$ cat src/rtl/dc_mem_ctrl_pkg.sv
// Shared widths, stall-bus encoding and SRAM request payload for the DC-stage
// memory access controller.
package dc_mem_ctrl_pkg;

  localparam int unsigned STALL_W     = 6;
  localparam int unsigned STALL_IDX_W = $clog2(STALL_W);
  localparam int unsigned ADDR_W      = 32;
  localparam int unsigned DATA_W      = 32;
  localparam int unsigned WEN_W       = 4;

  localparam logic STOP    = 1'b1;
  localparam logic NO_STOP = 1'b0;

  typedef struct packed {
    logic [WEN_W-1:0]  wen;
    logic [ADDR_W-1:0] addr;
    logic [DATA_W-1:0] wdata;
  } sram_req_t;

  // Any byte enable set marks the access as a store.
  function automatic logic is_store(input logic [WEN_W-1:0] wen);
    return |wen;
  endfunction

endpackage

$ cat src/rtl/dc_mem_ctrl.sv
// DC-stage data-memory access controller: drives one load/store onto the
// split addr_ok/data_ok SRAM bus, stalls the pipeline while it is in flight.
module dc_mem_ctrl
  import dc_mem_ctrl_pkg::*;
#(
  parameter int unsigned STALL_BIT = 4
) (
  input  logic              clk,
  input  logic              rst,
  input  logic              flush,
  input  logic [STALL_W-1:0] stall,
  input  logic              data_ram_en,
  input  logic [WEN_W-1:0]  data_ram_wen,
  input  logic [ADDR_W-1:0] mem_addr,
  input  logic [DATA_W-1:0] mem_wdata,
  output logic              data_sram_req,
  output logic [WEN_W-1:0]  data_sram_wen,
  output logic [ADDR_W-1:0] data_sram_addr,
  output logic [DATA_W-1:0] data_sram_wdata,
  input  logic              data_sram_addr_ok,
  input  logic              data_sram_data_ok,
  input  logic [DATA_W-1:0] data_sram_rdata,
  output logic              stallreq_dc,
  output logic [DATA_W-1:0] dc_rdata,
  output logic              dc_done
);

  localparam logic [2:0] S_IDLE   = 3'd0;
  localparam logic [2:0] S_REQ    = 3'd1;
  localparam logic [2:0] S_WAIT   = 3'd2;
  localparam logic [2:0] S_DONE   = 3'd3;
  localparam logic [2:0] S_CANCEL = 3'd4;

  logic [2:0]        state_q, state_d;
  logic [DATA_W-1:0] dc_rdata_q, dc_rdata_d;
  logic              dc_done_q, dc_done_d;
  logic              req_c, stallreq_c;
  logic              dc_stop_c;
  sram_req_t         bus_c;
  logic              unused_stall;

  assign dc_stop_c    = (stall[STALL_IDX_W'(STALL_BIT)] == STOP);
  assign unused_stall = ^stall;

  always_ff @(posedge clk) begin
    if (rst) begin
      state_q    <= S_IDLE;
      dc_rdata_q <= '0;
      dc_done_q  <= 1'b0;
    end else begin
      state_q    <= state_d;
      dc_rdata_q <= dc_rdata_d;
      dc_done_q  <= dc_done_d;
    end
  end

  // Next state, handshake outputs and load-data capture.
  always_comb begin
    state_d    = state_q;
    dc_rdata_d = dc_rdata_q;
    req_c      = 1'b0;
    stallreq_c = 1'b0;
    case (state_q)
      S_IDLE: begin
        if (data_ram_en && !flush) begin
          req_c      = 1'b1;
          stallreq_c = 1'b1;
          state_d    = data_sram_addr_ok ? S_WAIT : S_REQ;
        end
      end
      S_REQ: begin
        req_c      = 1'b1;
        stallreq_c = 1'b1;
        if (data_sram_addr_ok) begin
          state_d = flush ? S_CANCEL : S_WAIT;
        end else if (flush) begin
          state_d = S_IDLE;
        end
      end
      S_WAIT: begin
        stallreq_c = 1'b1;
        if (data_sram_data_ok) begin
          if (flush) begin
            state_d = S_IDLE;
          end else begin
            state_d = S_DONE;
            if (!is_store(data_ram_wen)) begin
              dc_rdata_d = data_sram_rdata;
            end
          end
        end else if (flush) begin
          state_d = S_CANCEL;
        end
      end
      S_DONE: begin
        if (flush || !dc_stop_c) begin
          state_d = S_IDLE;
        end
      end
      S_CANCEL: begin
        // Hold any new access off the bus until the orphaned response drains.
        stallreq_c = data_ram_en;
        if (data_sram_data_ok) begin
          state_d = S_IDLE;
        end
      end
      default: state_d = S_IDLE;
    endcase
    if (flush) begin
      dc_rdata_d = '0;
    end
    dc_done_d = (state_d == S_DONE);
  end

  // Bus payload is only presented while the request is up.
  always_comb begin
    bus_c = '0;
    if (req_c) begin
      bus_c.wen   = data_ram_wen;
      bus_c.addr  = mem_addr;
      bus_c.wdata = mem_wdata;
    end
  end

  assign data_sram_req   = req_c;
  assign data_sram_wen   = bus_c.wen;
  assign data_sram_addr  = bus_c.addr;
  assign data_sram_wdata = bus_c.wdata;
  assign stallreq_dc     = stallreq_c;
  assign dc_rdata        = dc_rdata_q;
  assign dc_done         = dc_done_q;

endmodule

$ cat config.mk
export PLATFORM = sky130hd
export DESIGN_NAME = dc_mem_ctrl
export DESIGN_NICKNAME = d
export VERILOG_FILES = /design/src/rtl/dc_mem_ctrl_pkg.sv /design/src/rtl/dc_mem_ctrl.sv
export SDC_FILE = /design/constraint.sdc
export NUM_CORES = 1
export LEC_CHECK = 0
export ABC_AREA = 1
export BUFFER_PORTS_ARGS = -buffer_cell sky130_fd_sc_hd__buf_2
export CELL_PAD_IN_SITES_DETAIL_PLACEMENT = 1
export CELL_PAD_IN_SITES_GLOBAL_PLACEMENT = 2
export CORE_MARGIN = 5
export CORE_UTILIZATION = 14
export DETAILED_ROUTE_END_ITERATION = 8
export GPL_ROUTABILITY_DRIVEN = 0
export PLACE_DENSITY_LB_ADDON = 0.1
export SETUP_SLACK_MARGIN = 0.1
export SYNTH_ARGS = -nofsm -noshare
export SYNTH_HDL_FRONTEND = slang
export SYNTH_SLANG_ARGS = --single-unit
$ cat constraint.sdc
create_clock -name clk -period 1.3 [get_ports clk]
set_input_delay 0.26 -clock clk [delete_from_list [all_inputs] [get_ports clk]]
set_output_delay 0.26 -clock clk [all_outputs]
set_load 0.02 [all_outputs]
* After elaboration in Yosys (flattened, before gate mapping) *
Cells that the tools add are included.

operators by class
  equal/unequal tests = 5
  mux-type cells = 15
  bitwise gates (word level) = 1
  reductions and logical operators = 9

operators by type and width
  cell                  count
  $mux W68              1
  $mux W3               8
  $pmux W3 S5           1
  $eq A3 B2 Y1 const B  3
  $mux W2               2
  $reduce_or A2 Y1      2
  $reduce_or A4 Y1      1
  $eq A3 B1 Y1 const B  1
  $eq A3 B3 Y1 const B  1
  $logic_not A3 Y1      1
  $pmux W1 S3           1
  $reduce_and A3 Y1     1
  $logic_not A1 Y1      2
  $pmux W1 S2           1
  $logic_and A1 B1 Y1   1
  $logic_or A1 B1 Y1    1
  $mux W1               1
  $not A1 Y1            1

word-level totals
  register bits = 36
  output and inout port bits = 103
  logic and storage cells = 33

* Longest topological paths before layout *
  depth in word-level cells = 5
  gate-level depth with buffers = 7
  depth with buffers taken out = 6

* Worst setup path before layout *
No wires, ideal clock.

  path type = reg2out
  start = reg state_q[1]
  end = out data_sram_addr[26]
  data arrival time = 1.215 ns
  required time = 1.040 ns
  slack = -0.175 ns
  cell stages (with the launch flop) = 6
  buffers on the path = 2
  path through = dfxtp_1 -> nor2_4 -> o21ai_2 -> buf_4 -> buf_6 -> nor2_1

on the way
  cells in the longest elaborated chain, start to end = 3
  elaborated cells on any way between the ends = 4
  those cells by class = 1 x eq/ne; 2 x mux; 1 x reduce/logical

ends and longest elaborated chain
  what                                              RTL line            source
  from (decl)                                       dc_mem_ctrl.sv:34   logic [2:0] state_q, state_d;
  from (signal assigned)                            dc_mem_ctrl.sv:51   state_q <= state_d;
  $eq A3 B1 Y1 or $logic_not A3 Y1 (tied branches)  dc_mem_ctrl.sv:63   case (state_q)
  $pmux W1 S2 *                                     dc_mem_ctrl.sv:63
  $mux W68 *                                        dc_mem_ctrl.sv:118  if (req_c) begin
  to (decl)                                         dc_mem_ctrl.sv:18   output logic [ADDR_W-1:0] data_sram_addr,

Every way passes the cells marked *; elsewhere a longest branch is shown, timed or not.

* Worst setup path in the final report *
  start = reg state_q[2]
  end = out data_sram_wdata[27]

on the way
  cells in the longest elaborated chain, start to end = 3
  elaborated cells on any way between the ends = 4
  those cells by class = 1 x eq/ne; 2 x mux; 1 x reduce/logical

ends and longest elaborated chain
  what                                              RTL line            source
  $eq A3 B1 Y1 or $logic_not A3 Y1 (tied branches)  dc_mem_ctrl.sv:63
  $pmux W1 S2 *                                     dc_mem_ctrl.sv:63
  $mux W68 *                                        dc_mem_ctrl.sv:118
  to (decl)                                         dc_mem_ctrl.sv:19   output logic [DATA_W-1:0] data_sram_wdata,

Marked as above.

==> run metrics <==
run status=finished with violations; violations in the final reports=setup timing; CP required=1.04 ns; RSZ-0062 raised after global routing=true; synthesis-stage register bit count=36; most instantiated library cell after synthesis=sky130_fd_sc_hd__nor2_1; maximum net fanout on the critical path=8; utilization after layout=between 30 and 40%; crit path capture type=primary output; number of buffers inserted for hold repair after clock tree synthesis=0; most used flip-flop cell after synthesis=sky130_fd_sc_hd__dfxtp_1; setup tns final=-28.61 ns; CTS H-tree lvls=2; post-synth top area share=roughly 31%; Clock Path Buffers=2; hold_sp=rst; clock buffer count from CTS=5; die area=~19,000 um^2; Worst Skew=~0.0088 ns; worst hold path cell count=2; Synth area leaders=sky130_fd_sc_hd__dfxtp_1 (31%), sky130_fd_sc_hd__nor2_1 (24%), sky130_fd_sc_hd__inv_1 (18%), sky130_fd_sc_hd__nand3_1 (8.9%), sky130_fd_sc_hd__nand2_1 (7.2%); power density of the placed cells=between 700 and 800 nW/um^2; leakage dissipation=around 2.7 nW; pin count of the biggest net entering global routing=33; share of post-route cells with drive strength above 1=between 50% and 60%; PortBufs=approximately 210; post-synthesis to final-layout area growth=133%; number of nets with antenna violations after routing=0; worst hold path endpoint=state_q[0]$_SDFF_PP0_; net count after synthesis=520; TritonCTS clock tree=yes; total core area=approximately 16,000 um^2; share of synthesized registers carrying an async set or reset=0%; worst-path cell with the longest stage delay=sky130_fd_sc_hd__dfxtp_4; Worst-Skew Late Latency=between 0.2 and 0.3 ns; # IOs=about 220; sequential fraction of design power=26.8%; capturing point of the worst reg2reg path=dc_rdata[10]$_SDFFE_PP0P_; reported max-cap violation count=0; FP Rows=47; Final Routed Wirelength=11,900 um; clock slew at the register clock pins of the worst setup and hold paths=roughly 0.060 ns; part of the cycle the worst path needs=130%; maximum clock rate=around 0.6 GHz; Die Ht=~140 um; cell area reported after detailed placement=between 4000 and 5000 um^2; Final Worst Setup Slack=-0.388 ns; number of global-route vias before repair=between 3,000 and 4,000; total power after layout=between 4 and 5 mW; area of all placed cells without fillers=5370 um^2; initial antenna violation count=0; switching part of the total=around 32%; commonest cells in the netlist=sky130_fd_sc_hd__nor2_1 (146), sky130_fd_sc_hd__inv_1 (108), sky130_fd_sc_hd__nand2_1 (44); startpoint of the lowest-slack register-to-register path=state_q[2]$_SDFF_PP0_; Least-Margin Pin Slew=~0.27 ns; Routed WL per cell=about 14 um; Total GRT Usage=between 10% and 20%; post-layout instance count excluding filler cells=about 880; diodes inserted=0; violation count after the first detailed-routing iteration=65; Net count, final=~770; fillers=2,019; Starting Density=around 14%; clock network power share=about a third; crit path DAT=around 1.4 ns; drt first pass iters=4; EDFF count, synth=0; register area share after synthesis=a little under a third; cell breakdown of the critical path=nor2_4 -> o21ai_4 -> buf_12 -> clkbuf_16 -> nor2_2 -> buf_6; element type at the critical path start=register; number of endpoints failing setup at the final stage=between 100 and 150; Remaining DRCs=0; synthesized instance count=slightly above 400; multi-input gate area in the final layout=between 1500 and 2000 um^2; power spent charging and discharging nets=1.36 mW; wire length of the first global-routing pass=~18,000 um; Setup Crit Path Kind=register to primary output; peak supply drop=around 0.47 mV; mean instance size in the synthesized netlist=approximately 5.7 um^2; Combinational Power Share=between 40% and 50%; Worst R2R Setup Slack=-0.14 ns; Remaining Overflow, GRT=0; Fin. Hold Viols=0; count of synthesis-stage warnings from yosys=0; die width=approximately 140 um; library cell occupying the most area in the post-synthesis netlist=sky130_fd_sc_hd__dfxtp_1; clock sink count=36; flip-flop and latch area=roughly 730 um^2; Mapped Area=approximately 2300 um^2; time the worst path needs with I/O delays and setup=1.69 ns; cell depth of the worst flop-to-flop path=9; via count=between 3,000 and 4,000; cell total after placement=around 850; detailed-placement wirelength estimate=between 8000 and 9000 um; number of distinct library cells after synthesis=17; internal power consumption=around 2.8 mW; Max stage delay on crit path=0.36 ns; Vias per Instance=approximately 3.7; type of the most critical hold path=input pin to register; Root Buffer Master=sky130_fd_sc_hd__clkbuf_16; worst slew margin relative to its limit=about 80%; max-slew violations=0
-- stage by stage --
| stage | hold WS (ns) | setup WS, ns |
|---|---|---|
| after floorplan | 0.325 | 0.00302 |
| after global placement | 0.460 | -0.224 |
| after detailed placement | 0.467 | -0.248 |
| after CTS | 0.224 | -0.393 |
| after global routing | 0.238 | -0.433 |
| final | 0.226 | -0.388 |
-- timing repair --
item / 4_1_cts / 5_1_grt
pin swaps: 3 / 8
resized for setup: 130 / 84
setup buffers: 4 / 5
setup endpoints to repair: 104 / 104
cloned: 2 / 10
-- flip-flops by register name (all words and copies together), names as in the netlist --
name      flops
dc_rdata     32
state_q       3
dc_done       1
-- critical path, delay by kind of cell, from the launching register on --
family	cells	cell delay, ns
AO/OA/AOI/OAI	1	0.09
AND/OR/NAND/NOR	2	0.24
buffers and inverters	3	0.46
flip-flops	1	0.36
-- cells in the final DEF (no fill, tap or decap), types with 5 or more instances in the layout --
cell type,instances
sky130_fd_sc_hd__buf_12,9
sky130_fd_sc_hd__buf_16,5
sky130_fd_sc_hd__buf_2,139
sky130_fd_sc_hd__buf_4,20
sky130_fd_sc_hd__buf_6,77
sky130_fd_sc_hd__clkbuf_16,13
sky130_fd_sc_hd__dfxtp_1,33
sky130_fd_sc_hd__inv_1,106
sky130_fd_sc_hd__nand2_1,44
sky130_fd_sc_hd__nand3_1,38
sky130_fd_sc_hd__nor2_1,74
sky130_fd_sc_hd__nor2_2,8
sky130_fd_sc_hd__nor2_4,67
-- layer usage --
| metal | vias up | global-route usage, % | wire [um] |
|---|---|---|---|
| met2 | 117 | 20.9 | 6160 |
| met5 | - | 0 | 0 |
| met1 | 1447 | 11.8 | 4510 |
| li1 | 1653 | - | - |
| met4 | 0 | 2.29 | 89 |
| met3 | 4 | 4.56 | 1090 |
-- final cells by class --
class | instances | share of cell area (%)
clock buffers | 6 | 2.40
clock inverters | 2 | 0.652
inverters | 109 | 7.76
multi-input cells | 244 | 29.0
flip-flops and latches | 36 | 13.6
well taps | 220 | 5.12
repair buffers | 258 | 41.5
-- power by group through the flow --
stage	clock network [mW]	logic [mW]	registers (mW)
2_1_floorplan	0	0.678	1.15
5_1_grt	1.48	1.82	1.12
3_3_place_gp	0	1.17	1.15
4_1_cts	1.44	1.44	1.12
3_5_place_dp	0	1.18	1.15
6_report	1.38	1.69	1.12
-- how the worst max path moves through the flow --
| stage | from | endpoint | slack (ns) | cells after the start |
|---|---|---|---|---|
| global route | state_q[2]$_SDFF_PP0_ | data_sram_addr[7] | -0.43 | 6 |
| floorplan | state_q[2]$_SDFF_PP0_ | data_sram_addr[26] | 0.003 | 5 |
| global placement | data_ram_en | data_sram_wdata[3] | -0.22 | 7 |
| CTS | state_q[1]$_SDFF_PP0_ | data_sram_addr[3] | -0.39 | 6 |
| detailed placement | data_ram_en | data_sram_wdata[5] | -0.25 | 7 |
| finish | state_q[2]$_SDFF_PP0_ | data_sram_wdata[27] | -0.39 | 6 |
-- cells by family after synthesis --
group | Yosys count | synth area share (%)
simple gates | 238 | 42.8
buf+inv | 128 | 24.4
flops | 36 | 31.2
compound gates | 6 | 1.62
Power figures use the tool's default switching activity.
